==> src/rtl/sccb_pkg.sv <==
// Shared constants and state types for the SCCB register-init sequencer.
// Register offsets match the SCCB APB slave's map.
package sccb_pkg;

    localparam logic [7:0] IDADDR_RW_REG = 8'h00;
    localparam logic [7:0] SUBADDR_REG   = 8'h04;
    localparam logic [7:0] WDATA_REG     = 8'h08;
    localparam logic [7:0] START_REG     = 8'h10;
    localparam logic [7:0] DONE_REG      = 8'h14;

    localparam logic [15:0] END_MARK  = 16'hFFFF;
    localparam logic [7:0]  DELAY_TAG = 8'hFE;
    localparam logic [7:0]  START_CMD = 8'h01;
    localparam logic [7:0]  DONE_MASK = 8'h01;

    typedef enum logic [1:0] {
        ERR_NONE    = 2'b00,
        ERR_SLVERR  = 2'b01,
        ERR_TIMEOUT = 2'b10
    } err_code_e;

    typedef enum logic [3:0] {
        S_IDLE, S_FETCH, S_LOAD, S_DECODE, S_WRITE,
        S_POLL, S_DELAY, S_NEXT, S_FINISH, S_FAIL
    } seq_state_e;

    typedef enum logic [1:0] {
        X_IDLE, X_SETUP, X_ACCESS
    } xfer_state_e;

endpackage

==> src/rtl/sccb_init_sequencer_if.sv <==
// APB bus between the init sequencer (master) and the SCCB APB slave.
interface sccb_init_sequencer_if;

    logic       PSEL;
    logic       PENABLE;
    logic       PWRITE;
    logic [7:0] PADDR;
    logic [7:0] PWDATA;
    logic [7:0] PRDATA;
    logic       PREADY;
    logic       PSLVERR;

    modport master (
        output PSEL, PENABLE, PWRITE, PADDR, PWDATA,
        input  PRDATA, PREADY, PSLVERR
    );

    modport slave (
        input  PSEL, PENABLE, PWRITE, PADDR, PWDATA,
        output PRDATA, PREADY, PSLVERR
    );

endinterface

==> src/rtl/sccb_init_sequencer_apb_master_xfer.sv <==
// Single APB transfer engine: SETUP then ACCESS until PREADY; ack marks the
// completion cycle, with rdata/slverr valid alongside it.
module apb_master_xfer
    import sccb_pkg::*;
(
    input  logic                         PCLK,
    input  logic                         PRESETN,
    input  logic                         req,
    input  logic                         wr,
    input  logic [7:0]                   addr,
    input  logic [7:0]                   wdata,
    output logic                         ack,
    output logic [7:0]                   rdata,
    output logic                         slverr,
    sccb_init_sequencer_if.master        apb
);

    xfer_state_e state, state_nxt;

    always_ff @(posedge PCLK or negedge PRESETN) begin
        // NOTE: sequential state always uses non-blocking assignment so every
        // register samples pre-edge values regardless of process order.
        if (!PRESETN) state <= X_IDLE;
        else          state <= state_nxt;
    end

    always_comb begin
        // NOTE: assigning a default first guarantees no path leaves the
        // signal unassigned, which would otherwise infer a latch.
        state_nxt = state;
        case (state)
            X_IDLE:   if (req) state_nxt = X_SETUP;
            X_SETUP:  state_nxt = X_ACCESS;
            X_ACCESS: if (apb.PREADY) state_nxt = X_IDLE;
            default:  state_nxt = X_IDLE;
        endcase
    end

    // Address phase is latched at request so it holds through wait states.
    always_ff @(posedge PCLK or negedge PRESETN) begin
        if (!PRESETN) begin
            apb.PADDR  <= '0;
            apb.PWDATA <= '0;
            apb.PWRITE <= 1'b0;
        end else if (state == X_IDLE && req) begin
            apb.PADDR  <= addr;
            apb.PWDATA <= wdata;
            apb.PWRITE <= wr;
        end
    end

    assign apb.PSEL    = (state != X_IDLE);
    assign apb.PENABLE = (state == X_ACCESS);
    assign ack         = (state == X_ACCESS) && apb.PREADY;
    assign rdata       = apb.PRDATA;
    assign slverr      = apb.PSLVERR;

endmodule

==> src/rtl/sccb_init_sequencer.sv <==
// Walks a register-init table and programs the camera through the SCCB APB
// slave: four writes per entry, then DONE polling; supports delays and end marks.
module sccb_init_sequencer
    import sccb_pkg::*;
#(
    parameter logic [7:0] DEV_ID      = 8'h42,
    parameter int         TBL_AW      = 8,
    parameter int         DELAY_TICKS = 50000,
    parameter int         POLL_MAX    = 1024
) (
    input  logic                  PCLK,
    input  logic                  PRESETN,
    input  logic                  start,
    output logic [TBL_AW-1:0]     tbl_addr,
    input  logic [15:0]           tbl_data,
    sccb_init_sequencer_if.master apb,
    output logic                  busy,
    output logic                  done,
    output logic                  error,
    output logic [1:0]            err_code,
    output logic [TBL_AW-1:0]     err_index
);

    localparam int DW = 8 + $clog2(DELAY_TICKS);
    localparam int PW = $clog2(POLL_MAX + 1);
    typedef logic [DW-1:0] dly_t;
    typedef logic [PW-1:0] poll_t;

    seq_state_e        state, state_nxt;
    logic [TBL_AW-1:0] index;
    logic [15:0]       entry;
    logic [1:0]        step;
    dly_t              delay_cnt;
    poll_t             poll_cnt;
    err_code_e         err_q;

    logic       xfer_req, xfer_wr, xfer_ack, xfer_slverr;
    logic [7:0] xfer_addr, xfer_wdata, xfer_rdata;
    logic       poll_done, poll_last;

    assign poll_done = (xfer_rdata & DONE_MASK) != 8'h00;
    assign poll_last = (poll_cnt == poll_t'(POLL_MAX - 1));

    apb_master_xfer u_xfer (
        .PCLK    (PCLK),
        .PRESETN (PRESETN),
        .req     (xfer_req),
        .wr      (xfer_wr),
        .addr    (xfer_addr),
        .wdata   (xfer_wdata),
        .ack     (xfer_ack),
        .rdata   (xfer_rdata),
        .slverr  (xfer_slverr),
        .apb     (apb)
    );

    always_ff @(posedge PCLK or negedge PRESETN) begin
        if (!PRESETN) state <= S_IDLE;
        else          state <= state_nxt;
    end

    always_comb begin
        state_nxt  = state;
        xfer_req   = 1'b0;
        xfer_wr    = 1'b0;
        xfer_addr  = '0;
        xfer_wdata = '0;
        case (state)
            S_IDLE:   if (start) state_nxt = S_FETCH;
            S_FETCH:  state_nxt = S_LOAD;
            S_LOAD:   state_nxt = S_DECODE;
            S_DECODE: begin
                if (entry == END_MARK)            state_nxt = S_FINISH;
                else if (entry[15:8] == DELAY_TAG) state_nxt = (entry[7:0] == 8'h00) ? S_NEXT : S_DELAY;
                else                               state_nxt = S_WRITE;
            end
            S_WRITE: begin
                xfer_req = 1'b1;
                xfer_wr  = 1'b1;
                case (step)
                    2'd0:    begin xfer_addr = IDADDR_RW_REG; xfer_wdata = DEV_ID;      end
                    2'd1:    begin xfer_addr = SUBADDR_REG;   xfer_wdata = entry[15:8]; end
                    2'd2:    begin xfer_addr = WDATA_REG;     xfer_wdata = entry[7:0];  end
                    default: begin xfer_addr = START_REG;     xfer_wdata = START_CMD;   end
                endcase
                if (xfer_ack) begin
                    if (xfer_slverr)       state_nxt = S_FAIL;
                    else if (step == 2'd3) state_nxt = S_POLL;
                end
            end
            S_POLL: begin
                xfer_req  = 1'b1;
                xfer_addr = DONE_REG;
                if (xfer_ack) begin
                    if (xfer_slverr)    state_nxt = S_FAIL;
                    else if (poll_done) state_nxt = S_NEXT;
                    else if (poll_last) state_nxt = S_FAIL;
                end
            end
            // Leaving at a count of one gives exactly data x DELAY_TICKS cycles here.
            S_DELAY:  if (delay_cnt == dly_t'(1)) state_nxt = S_NEXT;
            S_NEXT:   state_nxt = (index == '1) ? S_FINISH : S_FETCH;
            default:  state_nxt = S_IDLE;
        endcase
    end

    always_ff @(posedge PCLK or negedge PRESETN) begin
        if (!PRESETN) begin
            index     <= '0;
            entry     <= '0;
            step      <= '0;
            delay_cnt <= '0;
            poll_cnt  <= '0;
            error     <= 1'b0;
            err_q     <= ERR_NONE;
            err_index <= '0;
        end else begin
            case (state)
                S_IDLE: if (start) begin
                    index <= '0;
                    error <= 1'b0;
                    err_q <= ERR_NONE;
                end
                S_LOAD:   entry <= tbl_data;
                S_DECODE: begin
                    step      <= '0;
                    poll_cnt  <= '0;
                    delay_cnt <= dly_t'(entry[7:0]) * dly_t'(DELAY_TICKS);
                end
                S_WRITE: if (xfer_ack) begin
                    if (xfer_slverr) begin
                        err_q     <= ERR_SLVERR;
                        err_index <= index;
                    end else begin
                        step <= step + 2'd1;
                    end
                end
                S_POLL: if (xfer_ack) begin
                    if (xfer_slverr) begin
                        err_q     <= ERR_SLVERR;
                        err_index <= index;
                    end else if (!poll_done) begin
                        if (poll_last) begin
                            err_q     <= ERR_TIMEOUT;
                            err_index <= index;
                        end else begin
                            poll_cnt <= poll_cnt + poll_t'(1);
                        end
                    end
                end
                S_DELAY: delay_cnt <= delay_cnt - dly_t'(1);
                S_NEXT:  if (index != '1) index <= index + TBL_AW'(1);
                S_FAIL:  error <= 1'b1;
                default: ;
            endcase
        end
    end

    assign tbl_addr = index;
    assign err_code = err_q;
    assign done     = (state == S_FINISH);
    assign busy     = (state != S_IDLE) && (state != S_FINISH) && (state != S_FAIL);

endmodule

==> src/flat_wrapper.sv <==
// flat-port wrapper written by rule: the top's interface ports become plain ports
module sccb_init_sequencer_flat import sccb_pkg::*;
#(
    parameter logic [7:0] DEV_ID      = 8'h42,
    parameter int         TBL_AW      = 8,
    parameter int         DELAY_TICKS = 50000,
    parameter int         POLL_MAX    = 1024
)
  (PCLK, PRESETN, start, tbl_addr, tbl_data, busy, done, error, err_code, err_index, apb_PSEL, apb_PENABLE, apb_PWRITE, apb_PADDR, apb_PWDATA, apb_PRDATA, apb_PREADY, apb_PSLVERR);
  sccb_init_sequencer_if apb_i ();
  input  logic PCLK;
  input  logic PRESETN;
  input  logic start;
  output logic [TBL_AW-1:0] tbl_addr;
  input  logic [15:0] tbl_data;
  output logic busy;
  output logic done;
  output logic error;
  output logic [1:0] err_code;
  output logic [TBL_AW-1:0] err_index;
  output wire logic [$bits(apb_i.PSEL)-1:0] apb_PSEL;
  output wire logic [$bits(apb_i.PENABLE)-1:0] apb_PENABLE;
  output wire logic [$bits(apb_i.PWRITE)-1:0] apb_PWRITE;
  output wire logic [$bits(apb_i.PADDR)-1:0] apb_PADDR;
  output wire logic [$bits(apb_i.PWDATA)-1:0] apb_PWDATA;
  input wire logic [$bits(apb_i.PRDATA)-1:0] apb_PRDATA;
  input wire logic [$bits(apb_i.PREADY)-1:0] apb_PREADY;
  input wire logic [$bits(apb_i.PSLVERR)-1:0] apb_PSLVERR;
  assign apb_PSEL = apb_i.PSEL;
  assign apb_PENABLE = apb_i.PENABLE;
  assign apb_PWRITE = apb_i.PWRITE;
  assign apb_PADDR = apb_i.PADDR;
  assign apb_PWDATA = apb_i.PWDATA;
  assign apb_i.PRDATA = apb_PRDATA;
  assign apb_i.PREADY = apb_PREADY;
  assign apb_i.PSLVERR = apb_PSLVERR;
  sccb_init_sequencer #(.DEV_ID(DEV_ID), .TBL_AW(TBL_AW), .DELAY_TICKS(DELAY_TICKS), .POLL_MAX(POLL_MAX)) u_core (.PCLK(PCLK), .PRESETN(PRESETN), .start(start), .tbl_addr(tbl_addr), .tbl_data(tbl_data), .apb(apb_i), .busy(busy), .done(done), .error(error), .err_code(err_code), .err_index(err_index));
endmodule
==> config.mk <==
export PLATFORM = sky130hd
export DESIGN_NAME = sccb_init_sequencer_flat
export DESIGN_NICKNAME = d
export VERILOG_FILES = /design/src/rtl/sccb_pkg.sv /design/src/rtl/sccb_init_sequencer_if.sv /design/src/rtl/sccb_init_sequencer_apb_master_xfer.sv /design/src/rtl/sccb_init_sequencer.sv /design/src/flat_wrapper.sv
export SDC_FILE = /design/constraint.sdc
export NUM_CORES = 1
export LEC_CHECK = 0
export ABC_AREA = 1
export BUFFER_PORTS_ARGS = -buffer_cell sky130_fd_sc_hd__buf_4
export CAP_MARGIN = 20
export CORE_UTILIZATION = 60
export CTS_BUF_LIST = sky130_fd_sc_hd__clkbuf_8
export DETAILED_ROUTE_END_ITERATION = 8
export PLACE_DENSITY = 0.78
export RECOVER_POWER = 25
export SYNTH_ARGS = -nofsm -noshare
export SYNTH_HDL_FRONTEND = slang
export SYNTH_SLANG_ARGS = --single-unit
==> constraint.sdc <==
create_clock -name PCLK -period 10.2 [get_ports PCLK]
set_input_delay 0.51 -clock PCLK [delete_from_list [all_inputs] [get_ports PCLK]]
set_output_delay 0.51 -clock PCLK [all_outputs]
set_load 0.02 [all_outputs]
# After elaboration in Yosys (flattened, before gate mapping)
# Cells that the tools add are included.
# classes
n_addsub,4
n_mux,52
n_mul,1
n_eq_ne,38
reduce_logical,26
# ops
cell,n
two-way mux 8 bit,9
two-way mux 4 bit,12
one-hot mux 24 bit (2 select lines),1
one-hot mux 8 bit (2 select lines),3
two-way mux 11 bit,4
one-hot mux 4 bit (8 select lines),1
"== test 24 x 1 -> 1 bit, second input constant",1
one-hot mux 8 bit (3 select lines),1
"subtractor 24 x 1 -> 24 bit, second input constant",1
two-way mux 2 bit,11
one-hot mux 11 bit (2 select lines),1
"multiplier 8 x 12 -> 20 bit, second input constant",1
"inequality test 2 bit, second input constant",9
"== test 16 bit, second input constant",1
"== test 4 x 3 -> 1 bit, second input constant",4
"== test 8 bit, second input constant",2
one-hot mux 5 bit (3 select lines),1
nonzero test 2 bit,7
one-hot mux 2 bit (3 select lines),2
AND reduction 6 bit,2
"adder 11 x 1 -> 11 bit, second input constant",1
"== test 11 x 10 -> 1 bit, second input constant",1
"adder 8 x 1 -> 8 bit, second input constant",1
"== test 4 x 2 -> 1 bit, second input constant",2
other kinds (25),42
# totals
in_bits,29
reg_bits,95

# Logic depth before layout (Yosys ltp)
# Gate-level depths: netlist (run 1).
# logic_depth
word_depth,6
mapped_depth,18
mapped_depth_nobuf,18

# Cells and area by module
# A second synthesis (run 1) with hierarchy kept.
# hier_totals
hier_cells,952
area_unflattened_um2,7034.2
# by_module_without_submodules
mod,instances,cells_each,area_per_inst_um2
sccb_init_sequencer,1,858,6192.2
apb_master_xfer,1,94,842.1

# Worst setup path before layout (run 1)
# Ideal clock, no wire load.
# synth_path
kind,register to register
from,register u_core.entry[2]
to,register u_core.delay_cnt[14]
setup_ns,0.123
path_buffers,0
arrival_ns,3.138
synth_period_minus_slack_ns,3.261
required_ns,10.077
path_stages_with_launch,17
setup_slack_ns,6.939
cell_sequence,dfrtp_1 ha_1 ha_1 inv_1 fa_1 inv_1 fa_1 ha_1 nand2_1 nor2_1 nand2_1 nand3_1 or2_2 nand3_1 nand2_1 o21ai_0 nand2_1
# synth_via
elab_chain_len,2
# synth_lines
item,line_no,source
from (decl),sccb_init_sequencer.sv:31,logic [15:0] entry;
from (signal assigned),sccb_init_sequencer.sv:124,S_LOAD: entry <= tbl_data;
multiplier 8 x 12 -> 20 bit,sccb_init_sequencer.sv:128,delay_cnt <= dly_t'(entry[7:0]) * dly_t'(DELAY_TICKS);
one-hot mux 24 bit (2 select lines),sccb_init_sequencer.sv:118,case (state)
to (signal assigned),sccb_init_sequencer.sv:128,
to (signal assigned),sccb_init_sequencer.sv:151,S_DELAY: delay_cnt <= delay_cnt - dly_t'(1);
to (decl),sccb_init_sequencer.sv:33,dly_t delay_cnt;
# No other way between the ends.
# A chain may end at the register's enable or synchronous reset.

==> results of run 1 <==
[metal layers]
metal	track usage	wire length, µm
met1	0.390	7390
met2	0.444	6960
met3	0.0464	602
met4	0.0969	287
met5	0	0
[how the worst max path moves through the flow]
stage | from | end | slack [ns] | cells after the start
global route | PRESETN | u_core.entry[6]$_DFFE_PN0P_ | 5.22 | 2
finish | PRESETN | u_core.u_xfer.state[1]$_DFFE_PN0P_ | 6.10 | 2
CTS | u_core.entry[2]$_DFFE_PN0P_ | u_core.delay_cnt[20]$_DFFE_PN0P_ | 6.62 | 18
detailed placement | u_core.entry[2]$_DFFE_PN0P_ | u_core.delay_cnt[20]$_DFFE_PN0P_ | 6.65 | 18
global placement | u_core.entry[2]$_DFFE_PN0P_ | u_core.delay_cnt[20]$_DFFE_PN0P_ | 6.67 | 18
floorplan | u_core.entry[2]$_DFFE_PN0P_ | u_core.delay_cnt[14]$_DFFE_PN0P_ | 6.94 | 16
[area by class of cell]
| type | count | area, µm² |
|---|---|---|
| Timing Repair Buffer | 58 | 428 |
| Fill cell | 942 | 3460 |
| Sequential cell | 90 | 2250 |
| Clock buffer | 9 | 124 |
| Multi-Input combinational cell | 681 | 3890 |
| Clock inverter | 6 | 48.8 |
| Tap cell | 140 | 175 |
| Inverter | 135 | 507 |
[layout by cell type (no fill, tap or decap), drive strengths merged]
cell type and instances:
a211oi 1, a21oi 35, a221oi 3, a31oi 1
and2 2, and3 3, buf 56, clkbuf 11
clkinvlp 3, conb 5, dfrtp 90, fa 12
ha 67, inv 138, mux2 2, nand2 236
nand3 53, nand3b 4, nand4 17, nor2 123
nor3 9, nor3b 1, o211ai 4, o21ai 58
o221ai 2, o22ai 12, o31ai 2, o32ai 1
or2 4, xnor2 7, xor2 17
[stage by stage]
stage                     hold WS (ns)   util  instance area [µm²]  cells
after floorplan                  0.214      -                 6760    926
after global placement           0.460  0.667                 7270   1104
after detailed placement         0.475  0.667                 7270   1104
after CTS                        0.103  0.683                 7440   1119
after global routing             0.339  0.682                 7430   1119
final                            0.351  0.682                 7430   1119
[synth_stat cells, types with 2 or more instances]
| cell type | n | area (µm²) |
|---|---|---|
| o211ai_1 | 4 | 30.0 |
| or2_2 | 3 | 18.8 |
| buf_2 | 3 | 15.0 |
| inv_1 | 120 | 450 |
| nor3_1 | 9 | 45.0 |
| nand3b_1 | 4 | 30.0 |
| and3_1 | 3 | 18.8 |
| buf_4 | 8 | 60.1 |
| a221oi_1 | 3 | 26.3 |
| o31ai_1 | 2 | 15.0 |
| fa_1 | 12 | 240 |
| o21ai_0 | 34 | 170 |
| o221ai_1 | 2 | 17.5 |
| nand2_1 | 236 | 886 |
| inv_2 | 15 | 56.3 |
| and2_1 | 2 | 12.5 |
| nand4_1 | 16 | 100 |
| nor2_1 | 114 | 428 |
| a21oi_1 | 34 | 170 |
| nand3_1 | 53 | 265 |
| xor2_1 | 17 | 149 |
| nor2_4 | 3 | 33.8 |
| mux2_2 | 2 | 22.5 |
| o21ai_1 | 24 | 120 |
| clkbuf_1 | 8 | 30.0 |
| dfrtp_1 | 90 | 2250 |
| xnor2_1 | 7 | 61.3 |
| nor2_2 | 6 | 37.5 |
| ha_1 | 67 | 838 |
| o22ai_1 | 12 | 75.1 |
[cell families (layout without fill, tap and decap cells)]
group	Yosys count	after routing	share of synthesized area
buffers and inverters	155	208	0.0912
multiplexers	2	2	0.00334
XOR/XNOR	24	24	0.0311
other	1	5	0.000556
AO/OA/AOI/OAI	119	119	0.0971
flip-flops	90	90	0.334
AND/OR/NAND/NOR	452	452	0.283
adder cells (fa/ha/maj)	79	79	0.160
[state kept, by name, summed over array words and instances (netlist names)]
signal and count:
u_core.delay_cnt 24, u_core.entry 16, u_core.err_code 2, u_core.err_index 8
u_core.error 1, u_core.poll_cnt 11, u_core.state 4, u_core.step 2
u_core.tbl_addr 8, u_core.u_xfer.apb.PADDR 3, u_core.u_xfer.apb.PWDATA 8, u_core.u_xfer.apb.PWRITE 1
u_core.u_xfer.state 2
==> out/summary.txt, run 1 <==
final wirelength: 15200 µm
hold depth: 2
Crit path largest cell delay: 1.95 ns
largest net degree at the start of global routing: 51
sequential area share after synthesis: 0.334
Skew-Pair Late Insertion Delay: 0.38 ns
status: finished, violations left
1st-iter DRT viols: 442
critical path class: input pin to asynchronous set/reset pin
Via-to-Cell Ratio: 5.36
Worst Reg-to-Reg Cells: 18
number of global-route vias before repair: 5551
syn_area_per_cell: 7.32 µm²
Final period util: 0.402
Die ar.: 0.0117 mm²
Ant. Diodes: 0
Root Driver: clkbuf_8
Hold Crit Class: input pin to flip-flop
clk buf depth: 2
routability cong.: 0.923
Most common cell on crit path: clkbuf_1
failing checks: max-capacitance violations, max-slew violations
Worst R2R Setup Slack: 6.61 ns
H-Tree Depth: 3
area grow syn2layout: 10.1%
Tmin final: 4.10 ns
initial antenna violation count: 0
max_slew headroom: -0.741
Arr. time, crit path: 4.05 ns
reg-to-reg endpoint: u_core.delay_cnt[20]$_DFFE_PN0P_
WP data required: 10.14 ns
Synth Register Bits: 90
Core Box Area: 0.0109 mm²
max-slew violation count: 93
Worst setup SP type: input pin
Post-DP HPWL: 11800 µm
TritonCTS clock tree: done
nets: 1083
Num CTS Buffers: 9
layout cell share with drive strength beyond 1: 0.103
Placement Setup Slack: 6.65 ns
DIE HEIGHT: 108 µm
critical-path maximum fanout: 50
worst r2r src: u_core.entry[2]$_DFFE_PN0P_
FFs w/ async S/R, synth: 1.00
Final ANT Viol Nets: 0
Clock transition at path regs: 0.09 ns
Sink Count: 90
Top FF cell, synth: dfrtp_1
count of different cell masters after synthesis: 39
RSZ-0062 raised after global routing: false
clock skew: 0.0134 ns
drt drc: 0
row count: 38
critical path's slowest cell: clkbuf_1
fmax: 244 MHz
final setup vio count: 0
Fin Setup TNS: 0 ns
Post-Synthesis Cells: 922
mapped cell area: 0.00675 mm²
hold wc startpoint: tbl_data[14]
post-CTS setup buffer count: 0
WP buf/inv: 2
Worst Setup Slack, final: 6.10 ns
Post-synth EDFFs: 0
Ports: 69
GR Overflow Total: 0
vias: 5994
Tot GR Track Use: 0.281
IO buf count: 56
cell family with most CP delay: buffers and inverters
starting density of the core: 0.620
Critical Path, Cell by Cell: clkbuf_1 > clkbuf_1
Die W: 108 µm
Warnings, synthesis: 0
Slew @ Worst Pin: 2.61 ns
hold_buf cts: 0
global-route wire length before repair: 25600 µm
DRT Pass-1 Iters: 6
WL per Instance: 13.6 µm
max cap viols: 2
Resize count post-CTS: 0
Crit. End Element: asynchronous set/reset pin
Final Hold Fails: 0
Hold EP: u_core.entry[14]$_DFFE_PN0P_
Power of run 1 is not shown: default switching activity piles up to over one toggle a cycle in this logic, so the estimate is an artifact.
==> run 2, diff against run 1 <==
ABC_AREA = 0   (was 1)
clock period = 3.8 ns   (was 10.2 ns; I/O delays follow)
==> run 2 against run 1 <==
  * The flow still finishes with violations (max-capacitance violations, max-slew violations)
  * Global-route usage fell by 1.2 points
  * Utilization rose by 1.9 points
  * First-iteration DRC count fell by 43%
  * Count of clock-buffer cells in the layout rose by 1
  * Sequential cell count did not move
  * Worst setup slack got worse by 5.9 ns
  * Area after synthesis fell by 8.1%
  * Hold slack got worse by 0.33 ns
  * Design area fell by 6.5%
  * Synthesized cell count fell by 30%
  * Critical path type is now flip-flop to flip-flop
  * Critical endpoint is now u_core.delay_cnt[16]$_DFFE_PN0P_
  * Highest routed layer unchanged
==> out/summary.txt, run 2 <==
status: finished, violations left
failing checks: max-capacitance violations, max-slew violations
critical path class: flip-flop to flip-flop
biggest regs: u_core.delay_cnt: 24 flops, u_core.entry: 16 flops, u_core.poll_cnt: 11 flops
routability cong.: 0.900 (-2.4%)
mapped cell area: 0.00620 mm² (-8.1%)
layout filler cell count: 783 (-17%)
DRT Pass-1 Iters: 5 (-1)
max-slew violation count: 65 (-30%)
most frequent cells in the layout: dfrtp_1 (88), nand2_1 (67), ha_1 (64)
Num CTS Buffers: 9 (unchanged)
syn_area_per_cell: 9.55 µm² (+31%)
Final ANT Viol Nets: 0 (unchanged)
clk buf depth: 2 (unchanged)
post-synth top area cell: dfrtp_1
1st-iter DRT viols: 251 (-43%)
sequential cell area: 0.00225 mm² (+0.11%)
clock skew: 0.0114 ns (-0.00197 ns)
commonest non-fill, non-tap cell in the layout: dfrtp_1
starting density of the core: 0.626 (+0.00577)
Synth Register Bits: 90 (unchanged)
WP data required: 4.07 ns (-6.07 ns)
WL per Instance: 16.4 µm (+20%)
Finished Layout Cells: 844 (-25%)
max reg flops: 24 (unchanged)
Arr. time, crit path: 3.92 ns (-0.13 ns)
Warnings, synthesis: 0 (unchanged)
final wirelength: 13800 µm (-9.2%)
area grow syn2layout: 12.0%
Clock transition at path regs: 0.09 ns (about the same)
top cell types by occurrence after synthesis: dfrtp_1 (90), ha_1 (67), nand2_1 (67)
vias: 5056 (-16%)
Post-DP HPWL: 10500 µm (-11%)
Core Box Area: 0.00991 mm² (-9.0%)
Crit. End Element: flip-flop
Tot GR Track Use: 0.269 (-0.0121)
Die ar.: 0.0107 mm² (-8.0%)
Post-synth EDFFs: 0 (unchanged)
Skew-Pair Late Insertion Delay: 0.38 ns (about the same)
max cap viols: 1 (-1)
Hold Crit Class: input pin to flip-flop
Via-to-Cell Ratio: 5.99 (+12%)
Ant. Diodes: 0 (unchanged)
Top FF cell, synth: dfrtp_1
Ports: 69 (unchanged)
DIE HEIGHT: 104 µm (-4.1%)
global-route wire length before repair: 23500 µm (-8.2%)
layout cell share with drive strength beyond 1: 0.156 (+0.0530)
GR Overflow Total: 0 (unchanged)
Hold WS: 0.0183 ns (-0.332 ns)
Final period util: 0.960
H-Tree Depth: 3 (unchanged)
Placed Instances: 824 (-25%)
most numerous cell in the Yosys netlist: dfrtp_1
final setup vio count: 0 (unchanged)
Post-Synthesis Cells: 649 (-30%)
Final Hold Fails: 0 (unchanged)
Tmin final: 3.65 ns
nets: 814 (-25%)
Slew @ Worst Pin: 1.59 ns (-1.02 ns)
Biggest register: u_core.delay_cnt
Root Driver: clkbuf_8
ranking of synthesized cells by area: dfrtp_1 (36%), ha_1 (14%), nand2_1 (4.1%), fa_1 (3.9%), mux2_2 (3.8%)
IO buf count: 56 (unchanged)
post-layout util: 0.701 (+0.0186)
top cell type's share of synthesized area: 0.363 (+0.0296)
critical-path maximum fanout: 4 (-92%)
Sink Count: 90 (unchanged)
number of global-route vias before repair: 4926 (-11%)
Die W: 104 µm (-4.1%)
sequential area share after synthesis: 0.363 (+0.0296)
count of different cell masters after synthesis: 74 (+90%)
max_slew headroom: -0.0605 (+0.680)
drt drc: 0 (unchanged)
row count: 36 (-5.3%)
FFs w/ async S/R, synth: 1.00 (unchanged)
fmax: 274 MHz
largest net degree at the start of global routing: 65 (+27%)
Worst setup SP type: flip-flop
multi-input logic area: 0.00375 mm² (-3.8%)
initial antenna violation count: 0 (unchanged)
TritonCTS clock tree: done
## run 2: cell types whose count changed after synthesis, moves of 8 or more
cell / before / now
or3_1: 0 / 8
o21ai_1: 24 / 1
mux2_2: 2 / 21
nand2b_1: 0 / 9
inv_2: 15 / 0
nor2_1: 114 / 61
inv_1: 120 / 32
nor3_1: 9 / 20
nand2_1: 236 / 67
o22ai_1: 12 / 4
nand3_1: 53 / 8
## run 2: area by class of cell
| type | instances | share of cell area |
|---|---|---|
| clock inverter | 6 | 0.0104 |
| tap | 133 | 0.0240 |
| multi-input combinational | 503 | 0.540 |
| timing repair buffer | 70 | 0.0643 |
| clock buffer | 10 | 0.0198 |
| sequential | 90 | 0.325 |
| inverter | 32 | 0.0173 |
## run 2: cell families after synthesis
family | Yosys count | synth area share
fa+ha+maj | 79 | 0.174
mux | 29 | 0.0517
buf+inv | 60 | 0.0420
xor+xnor | 26 | 0.0367
other cells | 1 | 0.000605
compound gates | 127 | 0.137
flops | 90 | 0.363
simple gates | 237 | 0.195
## run 2: what timing repair did
action / CTS / global route
buffers inserted: 0 / 2
hold buffers: 1 / 0
resized for setup: 0 / 7
hold endpoints to repair: 63 / 0
endpoints found under the setup margin: 0 / 8
## run 2: metal layers
metal / vias to the layer above / share of wire / global-route usage
li1: 2434 / - / -
met1: 2465 / 0.46 / 0.376
met2: 132 / 0.48 / 0.425
met3: 25 / 0.046 / 0.0478
met4: 0 / 0.016 / 0.0878
met5: - / 0 / 0
## run 2: per-stage QoR
stage / area, µm² / TNS (ns) / worst slack (ns)
3_5_place_dp: 6750 / 0 / 0.0613
6_report: 6950 / 0 / 0.153
4_1_cts: 6970 / 0 / 0.0223
3_3_place_gp: 6750 / 0 / 0.135
5_1_grt: 6950 / -0.0136 / -0.0135
2_1_floorplan: 6210 / 0 / 0.281
## run 2: worst paths after layout
check / start / endpoint / slack [ns] / depth (start not counted)
worst max-delay path: u_core.entry[4]$_DFFE_PN0P_ / u_core.delay_cnt[16]$_DFFE_PN0P_ / 0.15 / 13
worst min-delay path: tbl_data[6] / u_core.entry[6]$_DFFE_PN0P_ / 0.02 / 3
worst max register to register: u_core.entry[4]$_DFFE_PN0P_ / u_core.delay_cnt[16]$_DFFE_PN0P_ / 0.15 / 13
worst min register to register: u_core.u_xfer.apb.PWDATA[2]$_DFFE_PN0P_ / u_core.u_xfer.apb.PWDATA[2]$_DFFE_PN0P_ / 0.49 / 2
max in group asynchronous: PRESETN / u_core.err_code[0]$_DFFE_PN0P_ / 1.92 / 3
min in group asynchronous: PRESETN / u_core.delay_cnt[11]$_DFFE_PN0P_ / 0.73 / 2
## run 2: worst max-delay path, cell delays in order (launching register included)
cell and delay, ns:
dfrtp_1 0.45, ha_1 0.33, ha_1 0.28, inv_1 0.05, fa_1 0.49, inv_1 0.05
fa_1 0.58, ha_4 0.23, nand2b_1 0.09, a21o_1 0.16, a21boi_0 0.09, o21a_1 0.18
or3_1 0.31, a31o_2 0.25
Power of run 2 is left out for the same reason.
==> run 3, diff against run 2 <==
CORE_UTILIZATION = 40   (was 60)
PLACE_DENSITY = 0.55   (was 0.78)
==> run 3 against run 2 <==
  * The flow still finishes with violations (max-capacitance violations, max-slew violations)
  * Clock skew shrank 0.00092 ns
  * Largest cell class unchanged
  * Highest routed layer unchanged
  * Hold slack lost 0.0042 ns
  * Design area grew 3.7%
  * Utilization shrank 23 points
  * Die area grew 49%
  * Non-clock buffer count grew 12
  * Via count grew 1.0%
  * Worst setup slack lost 0.0030 ns
  * Wire length grew 8.5%
==> out/summary.txt, run 3 (same netlist as run 2, synthesis figures left out) <==
DRT Pass-1 Iters: 4 (-1)
Crit. End Element: flip-flop
Die ar.: 0.0160 mm² (+49%)
Hold Crit Class: input pin to flip-flop
max cap viols: 1 (unchanged)
Post-DP HPWL: 11300 µm (+8.2%)
vias: 5107 (+1.0%)
number of global-route vias before repair: 4950 (+0.49%)
row count: 45 (+25%)
largest net degree at the start of global routing: 64 (-1.5%)
failing checks: max-capacitance violations, max-slew violations
global-route wire length before repair: 24800 µm (+5.5%)
Slew @ Worst Pin: 1.61 ns (+0.0194 ns)
critical-path maximum fanout: 4 (unchanged)
WL per Instance: 16.5 µm (+0.65%)
nets: 826 (+1.5%)
max-slew violation count: 64 (-1.5%)
Final period util: 0.960 (about the same)
Root Driver: clkbuf_8
WP data required: 4.08 ns (about the same)
Worst setup SP type: flip-flop
Tmin final: 3.65 ns (+0.00298 ns)
Tot GR Track Use: 0.197 (-0.0716)
max reg flops: 24 (unchanged)
Sink Count: 90 (unchanged)
status: finished, violations left
Arr. time, crit path: 3.93 ns (about the same)
hold wc startpoint: tbl_data[7]
Finished Layout Cells: 910 (+7.8%)
critical path class: flip-flop to flip-flop
Ant. Diodes: 0 (unchanged)
Crit. Startpoint: u_core.entry[4]$_DFFE_PN0P_
clock skew: 0.0105 ns (-0.000919 ns)
Placed Instances: 890 (+8.0%)
DIE HEIGHT: 126 µm (+22%)
1st-iter DRT viols: 322 (+28%)
layout cell share with drive strength beyond 1: 0.195 (+0.0392)
GR Overflow Total: 0 (unchanged)
Via-to-Cell Ratio: 5.61 (-6.3%)
routability cong.: 0.831 (-7.7%)
biggest regs: u_core.delay_cnt: 24 flops, u_core.entry: 16 flops, u_core.poll_cnt: 11 flops
IO buf count: 56 (unchanged)
clk buf depth: 2 (unchanged)
worst r2r src: u_core.entry[4]$_DFFE_PN0P_
RSZ-0062 raised after global routing: false
commonest non-fill, non-tap cell in the layout: dfrtp_1
area grow syn2layout: 16.1%
final wirelength: 15000 µm (+8.5%)
initial antenna violation count: 0 (unchanged)
Final ANT Viol Nets: 0 (unchanged)
TritonCTS clock tree: done
Die W: 126 µm (+22%)
Core Box Area: 0.0151 mm² (+53%)
fmax: 274 MHz (about the same)
drt drc: 0 (unchanged)
Num CTS Buffers: 9 (unchanged)
Clock transition at path regs: 0.09 ns (about the same)
final setup vio count: 0 (unchanged)
H-Tree Depth: 3 (unchanged)
most frequent cells in the layout: dfrtp_1 (89), buf_4 (78), nand2_1 (66)
Biggest register: u_core.delay_cnt
Ports: 69 (unchanged)
Skew-Pair Late Insertion Delay: 0.39 ns (about the same)
Fin Setup TNS: 0 ns (unchanged)
starting density of the core: 0.409 (-0.216)
max_slew headroom: -0.0735 (-0.0130)
Final Hold Fails: 0 (unchanged)
## run 3: worst paths after layout
check                           cells past startpoint  slack (ns)                                      end
worst max-delay path                               13        0.15         u_core.delay_cnt[16]$_DFFE_PN0P_
worst min-delay path                                3        0.01              u_core.entry[7]$_DFFE_PN0P_
worst max register to register                     13        0.15         u_core.delay_cnt[16]$_DFFE_PN0P_
worst min register to register                      2        0.50  u_core.u_xfer.apb.PWDATA[6]$_DFFE_PN0P_
max in group asynchronous                           3        1.93          u_core.delay_cnt[8]$_DFFE_PN0P_
min in group asynchronous                           2        0.73           u_core.poll_cnt[5]$_DFFE_PN0P_
## run 3: what timing repair did
action                     4_1_cts  5_1_grt
hold buffers                     3        0
hold endpoints to repair        64        0
setup endpoints to repair        0        7
resized for setup                0        6
buffers inserted                 0        2
## run 3: through the flow
stage	hold WS (ns)	util	instance area, µm²	setup WS [ns]
floorplan	-0.106	-	6210	0.281
global placement	0.328	0.456	6900	0.132
detailed placement	0.327	0.456	6900	0.0714
CTS	0.00186	0.472	7150	0.0413
global route	0.0163	0.475	7200	0.000608
finish	0.0140	0.475	7200	0.150
## run 3: final cells by class
cell class                 count  area [µm²]
inverter                      32         120
fill                        1469        7950
tap                          188         235
clock buffer                   9         124
timing repair buffer          82         621
sequential                    90        2250
clock inverter                 6        91.3
multi-input combinational    503        3750
## run 3: metal layers
layer | GRT usage | vias up | share of wire
met5 | 0 | - | 0
met4 | 0.0780 | 0 | 0.021
met3 | 0.0253 | 22 | 0.029
met2 | 0.317 | 99 | 0.47
met1 | 0.270 | 2535 | 0.48
li1 | - | 2451 | -
## run 3: critical path, stage by stage (launching register included)
cell and delay [ns]:
dfrtp_1 0.44, ha_1 0.34, ha_1 0.29, inv_1 0.05, fa_1 0.50, inv_1 0.06
fa_1 0.58, ha_4 0.23, nand2b_1 0.10, a21o_1 0.16, a21boi_0 0.09, o21a_1 0.18
or3_1 0.31, a31o_2 0.25
Power of run 3 is left out for the same reason.
